File: src/rtl/cpu_pkg.sv
// Shared CPU definitions: datapath widths and the fetch stage state type.
package cpu_pkg;

    localparam int ADDR_W  = 9;
    localparam int INSTR_W = 9;

    typedef enum logic [2:0] {
        IDLE,
        ISSUE,
        WAIT,
        VALID,
        HALT
    } fetch_state_t;

endpackage

File: src/rtl/fetch_unit_if.sv
// Fetch stage bus: PC side, ROM port, decode handshake and status.
// slave is the fetch unit's view; master is the environment's view.
interface fetch_unit_if #(
    parameter int ADDR_W  = cpu_pkg::ADDR_W,
    parameter int INSTR_W = cpu_pkg::INSTR_W,
    parameter int CNT_W   = 16
);
    logic               start;
    logic [ADDR_W-1:0]  pc_in;
    logic               done;
    logic               rom_en;
    logic [ADDR_W-1:0]  rom_addr;
    logic [INSTR_W-1:0] rom_data;
    logic [INSTR_W-1:0] instr;
    logic [ADDR_W-1:0]  instr_pc;
    logic               instr_valid;
    logic               instr_ready;
    logic               next_ins;
    logic               busy;
    logic               halted;
    logic [CNT_W-1:0]   retired;

    modport slave (
        input  start, pc_in, done, rom_data, instr_ready,
        output rom_en, rom_addr, instr, instr_pc, instr_valid,
               next_ins, busy, halted, retired
    );

    modport master (
        output start, pc_in, done, rom_data, instr_ready,
        input  rom_en, rom_addr, instr, instr_pc, instr_valid,
               next_ins, busy, halted, retired
    );
endinterface

File: src/rtl/fetch_unit.sv
// Instruction fetch stage: reads the ROM at the PC address, holds the result
// for decode, pulses next_ins on acceptance and tracks run/halt status.
//
// state | meaning
// IDLE  | waiting for the first start
// ISSUE | ROM read at pc_in, address captured
// WAIT  | ROM data arrives, loaded into the instruction register
// VALID | instruction offered to decode
// HALT  | program finished, waiting for start
module fetch_unit #(
    parameter int ADDR_W  = cpu_pkg::ADDR_W,
    parameter int INSTR_W = cpu_pkg::INSTR_W,
    parameter int CNT_W   = 16
) (
    input  logic         clock,
    input  logic         reset,
    fetch_unit_if.slave  bus
);
    import cpu_pkg::*;

    fetch_state_t       state_q, state_d;
    logic [ADDR_W-1:0]  addr_q;
    logic [ADDR_W-1:0]  instr_pc_q;
    logic [INSTR_W-1:0] instr_q;
    logic [CNT_W-1:0]   retired_q;
    logic               in_flight;
    logic               accept;
    logic               load;

    assign in_flight = (state_q == ISSUE) || (state_q == WAIT) || (state_q == VALID);

    // Next-state decode: start beats done, done beats normal sequencing.
    always_comb begin
        state_d = state_q;
        accept  = 1'b0;
        if (bus.start) begin
            state_d = ISSUE;
        end else if (bus.done && in_flight) begin
            state_d = HALT;
        end else begin
            case (state_q)
                IDLE:  state_d = IDLE;
                ISSUE: state_d = WAIT;
                WAIT:  state_d = VALID;
                VALID: begin
                    if (bus.instr_ready) begin
                        accept  = 1'b1;
                        state_d = ISSUE;
                    end
                end
                HALT:    state_d = HALT;
                default: state_d = IDLE;
            endcase
        end
    end

    // ROM data is only kept when the fetch survives into VALID; an aborted
    // or halted fetch leaves the previous instruction untouched.
    assign load = (state_q == WAIT) && (state_d == VALID);

    // State register.
    always_ff @(posedge clock or posedge reset) begin
        if (reset) state_q <= IDLE;
        else       state_q <= state_d;
    end

    // Capture the issued address and load the instruction register.
    always_ff @(posedge clock or posedge reset) begin
        if (reset) begin
            addr_q     <= '0;
            instr_q    <= '0;
            instr_pc_q <= '0;
        end else begin
            if (state_q == ISSUE) addr_q <= bus.pc_in;
            if (load) begin
                instr_q    <= bus.rom_data;
                instr_pc_q <= addr_q;
            end
        end
    end

    // Retired counter: cleared by start, saturating at all-ones.
    always_ff @(posedge clock or posedge reset) begin
        if (reset) begin
            retired_q <= '0;
        end else if (bus.start) begin
            retired_q <= '0;
        end else if (accept && (retired_q != '1)) begin
            retired_q <= retired_q + CNT_W'(1);
        end
    end

    assign bus.rom_en      = (state_q == ISSUE);
    assign bus.rom_addr    = bus.pc_in;
    assign bus.instr       = instr_q;
    assign bus.instr_pc    = instr_pc_q;
    assign bus.instr_valid = (state_q == VALID);
    assign bus.next_ins    = accept;
    assign bus.busy        = in_flight;
    assign bus.halted      = (state_q == HALT);
    assign bus.retired     = retired_q;

endmodule

File: src/flat_wrapper.sv
// flat-port wrapper written by rule: the top's interface ports become plain ports
module fetch_unit_flat import cpu_pkg::*;
#(
    parameter int ADDR_W  = cpu_pkg::ADDR_W,
    parameter int INSTR_W = cpu_pkg::INSTR_W,
    parameter int CNT_W   = 16
)
  (clock, reset, bus_start, bus_pc_in, bus_done, bus_rom_data, bus_instr_ready, bus_rom_en, bus_rom_addr, bus_instr, bus_instr_pc, bus_instr_valid, bus_next_ins, bus_busy, bus_halted, bus_retired);
  fetch_unit_if #(.ADDR_W(ADDR_W), .INSTR_W(INSTR_W), .CNT_W(CNT_W)) bus_i ();
  input  logic clock;
  input  logic reset;
  input wire logic [$bits(bus_i.start)-1:0] bus_start;
  input wire logic [$bits(bus_i.pc_in)-1:0] bus_pc_in;
  input wire logic [$bits(bus_i.done)-1:0] bus_done;
  input wire logic [$bits(bus_i.rom_data)-1:0] bus_rom_data;
  input wire logic [$bits(bus_i.instr_ready)-1:0] bus_instr_ready;
  output wire logic [$bits(bus_i.rom_en)-1:0] bus_rom_en;
  output wire logic [$bits(bus_i.rom_addr)-1:0] bus_rom_addr;
  output wire logic [$bits(bus_i.instr)-1:0] bus_instr;
  output wire logic [$bits(bus_i.instr_pc)-1:0] bus_instr_pc;
  output wire logic [$bits(bus_i.instr_valid)-1:0] bus_instr_valid;
  output wire logic [$bits(bus_i.next_ins)-1:0] bus_next_ins;
  output wire logic [$bits(bus_i.busy)-1:0] bus_busy;
  output wire logic [$bits(bus_i.halted)-1:0] bus_halted;
  output wire logic [$bits(bus_i.retired)-1:0] bus_retired;
  assign bus_i.start = bus_start;
  assign bus_i.pc_in = bus_pc_in;
  assign bus_i.done = bus_done;
  assign bus_i.rom_data = bus_rom_data;
  assign bus_i.instr_ready = bus_instr_ready;
  assign bus_rom_en = bus_i.rom_en;
  assign bus_rom_addr = bus_i.rom_addr;
  assign bus_instr = bus_i.instr;
  assign bus_instr_pc = bus_i.instr_pc;
  assign bus_instr_valid = bus_i.instr_valid;
  assign bus_next_ins = bus_i.next_ins;
  assign bus_busy = bus_i.busy;
  assign bus_halted = bus_i.halted;
  assign bus_retired = bus_i.retired;
  fetch_unit #(.ADDR_W(ADDR_W), .INSTR_W(INSTR_W), .CNT_W(CNT_W)) u_core (.clock(clock), .reset(reset), .bus(bus_i));
endmodule
File: config.mk
export PLATFORM = sky130hd
export DESIGN_NAME = fetch_unit_flat
export DESIGN_NICKNAME = d
export VERILOG_FILES = /design/src/rtl/cpu_pkg.sv /design/src/rtl/fetch_unit_if.sv /design/src/rtl/fetch_unit.sv /design/src/flat_wrapper.sv
export SDC_FILE = /design/constraint.sdc
export NUM_CORES = 1
export LEC_CHECK = 0
export CORE_MARGIN = 2
export CORE_UTILIZATION = 40
export CTS_CLUSTER_DIAMETER = 30
export DETAILED_ROUTE_END_ITERATION = 8
export DONT_BUFFER_PORTS = 1
export SYNTH_ARGS = -nofsm -noshare
export SYNTH_HDL_FRONTEND = slang
export SYNTH_SLANG_ARGS = --single-unit
File: constraint.sdc
create_clock -name clock -period 3.7 [get_ports clock]
set_clock_uncertainty 0.15 [all_clocks]
set_input_delay 0.555 -clock clock [delete_from_list [all_inputs] [get_ports clock]]
set_output_delay 0.555 -clock clock [all_outputs]
set_load 0.02 [all_outputs]
==> summary.txt <==
Worst r2r dst: u_core.bus.retired[9]$_DFFE_PP0P_
Final Setup Violations: 0
Cell Chain, Critical Path: ha_1 > nand3_1 > nor4_4 > nor2_1 > a221o_1
Highest Clock Rate: 422 MHz
PD cells: 494 mW/mm²
Slew margin rel.: 29.9%
Commonest non-fill, non-tap cell in the layout: dfrtp_1
Largest stage delay on the critical path: 580 ps
FF-to-FF Start: u_core.bus.retired[1]$_DFFE_PP0P_
Sequential area share after synthesis: 52.1%
Routed Wire Length: 4.44 mm
Area share of the largest cell type after synthesis: 52.1%
Min-delay worst type: in -> reg
Mean post-synth cell area: 12.0 µm²
Post-route minimum period: 2370 ps
Post-CTS Setup Repair Bufs: 0
CTS root buf: clkbuf_8
Final setup margin: 1330 ps
VDD IR max: 155 µV
Die height: 78.3 µm
Routability Congestion: 0.840
N_diodes: 0
Setup CP Type: reg -> reg
Initial antenna violation count: 0
Die width: 78.3 µm
# port buffers: 0
EDFF count, synth: 0
Slowest stage cell on the critical path: nor4_4
Synth area leader: dfrtp_1
Vias in the first global route: 1405
H-tree Lvls: 2
Final Max Tran Viols: 0
CP max FO: 16
Least-Margin Pin Slew: 1050 ps
Total of max-cap violations: 0
Hold Path Stages: 1
LEAKAGE: 0.000965 µW
Nets@finish: 199
First-pass GRT wire length: 7.10 mm
RSZ-0062 raised after global routing: false
Critical path required time: 3730 ps
Synth area leaders: dfrtp_1 (52%), mux2_2 (15%), buf_4 (4.1%)
Top FF cell, synth: dfrtp_1
Multi-input logic area: 916 µm²
Largest net degree at the start of global routing: 47
Initial core utilization: 40.9%
Hold Path Origin: bus_start
Synthesized Nets: 208
R2r setup slk: 1330 ps
Commonest non-fill, non-tap cells in the layout: dfrtp_1 (46), mux2_2 (29), nor2_1 (8), a21oi_1 (8)
Clk_lat worst skew: 290 ps
Util after Layout: 42.4%
Final ANT Viol Nets: 0
Worst Path Arrival: 2400 ps
Clock buffer depth: 2
# fillers: 519
Yosys Warn Count: 0
R2R depth: 5
Post-route clock period utilization: 64.1%
DPL Wire Length: 3.20 mm
CP top delay family: simple AND/OR/NAND/NOR gates
Post-cts sizing count: 0
GR Util All Layers: 14.9%
Num CTS Buffers: 5
Reg area: 0.00115 mm²
TritonCTS Sinks: 46
Initial drt markers: 78
DRT Pass-1 Iters: 4
IO Count: 71
Die footprint: 0.00613 mm²
Setup TNS: 0 ps
Post-Syn Area: 0.00221 mm²
Core Box Area: 0.00541 mm²
Number of synthesized register bits: 46
DRC Markers: 0
Worst-path clk slew: 90 ps
CP Buf/Inv Count: 0
Netlist cell types: 40
Grt total ovfl: 0
# rows: 27
Vias: 1433
Worst slack, placed: 1350 ps
Hold EP: u_core.bus.retired[4]$_DFFE_PP0P_
Worst hold slack: 162 ps
TritonCTS clock tree: done
Syn-to-layout area delta: 3.79%
Worst setup SP type: register
Final hold violations: 0
CTS Hold Buffers Added: 0
Share of layout cells above drive strength 1: 27.3%
Outcome: finished clean
Ys async rst share: 100%
Routed wire per std cell: 17.9 µm
Crit path capture type: register
Routed vias/inst: 5.78
Cells after Synth: 184
==> synthesized netlist by cell type, types with 2 or more instances <==
master     n
and2_2     2
nor2_1     8
o311ai_0   4
inv_1      7
and2_1     2
nand3_1    7
nand4_2    2
or4_1      4
buf_2      2
nand2_1    7
dfrtp_1   46
mux2_2    29
and3_1     2
o21ai_0    3
nor4_1     5
nand4_1    2
a21oi_1    8
mux2i_1    2
o41ai_1    4
o31ai_1    5
nor3_1     2
a221o_1    2
buf_4     12
==> cell families (layout without fill, tap and decap cells) <==
| group | Yosys count | count (layout) | synth area share [%] |
|---|---|---|---|
| DFF | 46 | 46 | 52.1 |
| and+or+nand+nor | 56 | 56 | 16.6 |
| adders and majority gates | 1 | 1 | 0.566 |
| buffers and inverters | 23 | 15 | 6.46 |
| AOI/OAI and AO/OA | 27 | 27 | 8.61 |
| muxes | 31 | 31 | 15.7 |
==> state kept, by name, indices dropped and copies added, names as in the netlist <==
register             count
u_core.bus.instr         9
u_core.state_q           3
u_core.addr_q            9
u_core.bus.instr_pc      9
u_core.bus.retired      16
==> stage by stage <==
step / cells / area (µm²) / power, µW
after floorplan: 184 / 2210 / 768
after global placement: 240 / 2180 / 770
after detailed placement: 240 / 2180 / 782
after CTS: 248 / 2290 / 1150
after global routing: 248 / 2290 / 1190
final: 248 / 2290 / 1130
==> report_power, final <==
group | leakage (µW) | internal, µW | switching (µW)
clock network | 0.0000514 | 202 | 166
registers | 0.000601 | 568 | 100
logic | 0.000312 | 55.0 | 43.0
total | 0.000965 | 825 | 309
==> worst max-delay path by stage <==
stage,slack [ps],start,cells after the start,endpoint
detailed placement,1350,bus_start,3,u_core.bus.instr[3]$_DFFE_PP0P_
CTS,1340,u_core.state_q[2]$_DFF_PP0_,3,bus_next_ins
finish,1330,u_core.bus.retired[1]$_DFFE_PP0P_,5,u_core.bus.retired[9]$_DFFE_PP0P_
global placement,1460,bus_start,3,u_core.bus.instr_pc[0]$_DFFE_PP0P_
floorplan,1620,bus_start,5,bus_next_ins
global route,1160,u_core.bus.retired[1]$_DFFE_PP0P_,5,u_core.bus.retired[9]$_DFFE_PP0P_
==> per-layer routing <==
layer / GRT usage, % / share of wire [%] / vias up
met5: 0 / 0 / -
met3: 6.78 / 8.9 / 4
li1: - / - / 655
met2: 23.5 / 48 / 61
met4: 4.91 / 0.61 / 0
met1: 18.1 / 42 / 713
==> layout make-up <==
cell class / instances / share of cell area (%)
inverter: 7 / 1.15
clock inverter: 2 / 1.64
sequential: 46 / 50.2
multi-input combinational: 115 / 39.9
clock buffer: 6 / 3.16
tap: 72 / 3.93
Power figures use the tool's default switching activity.
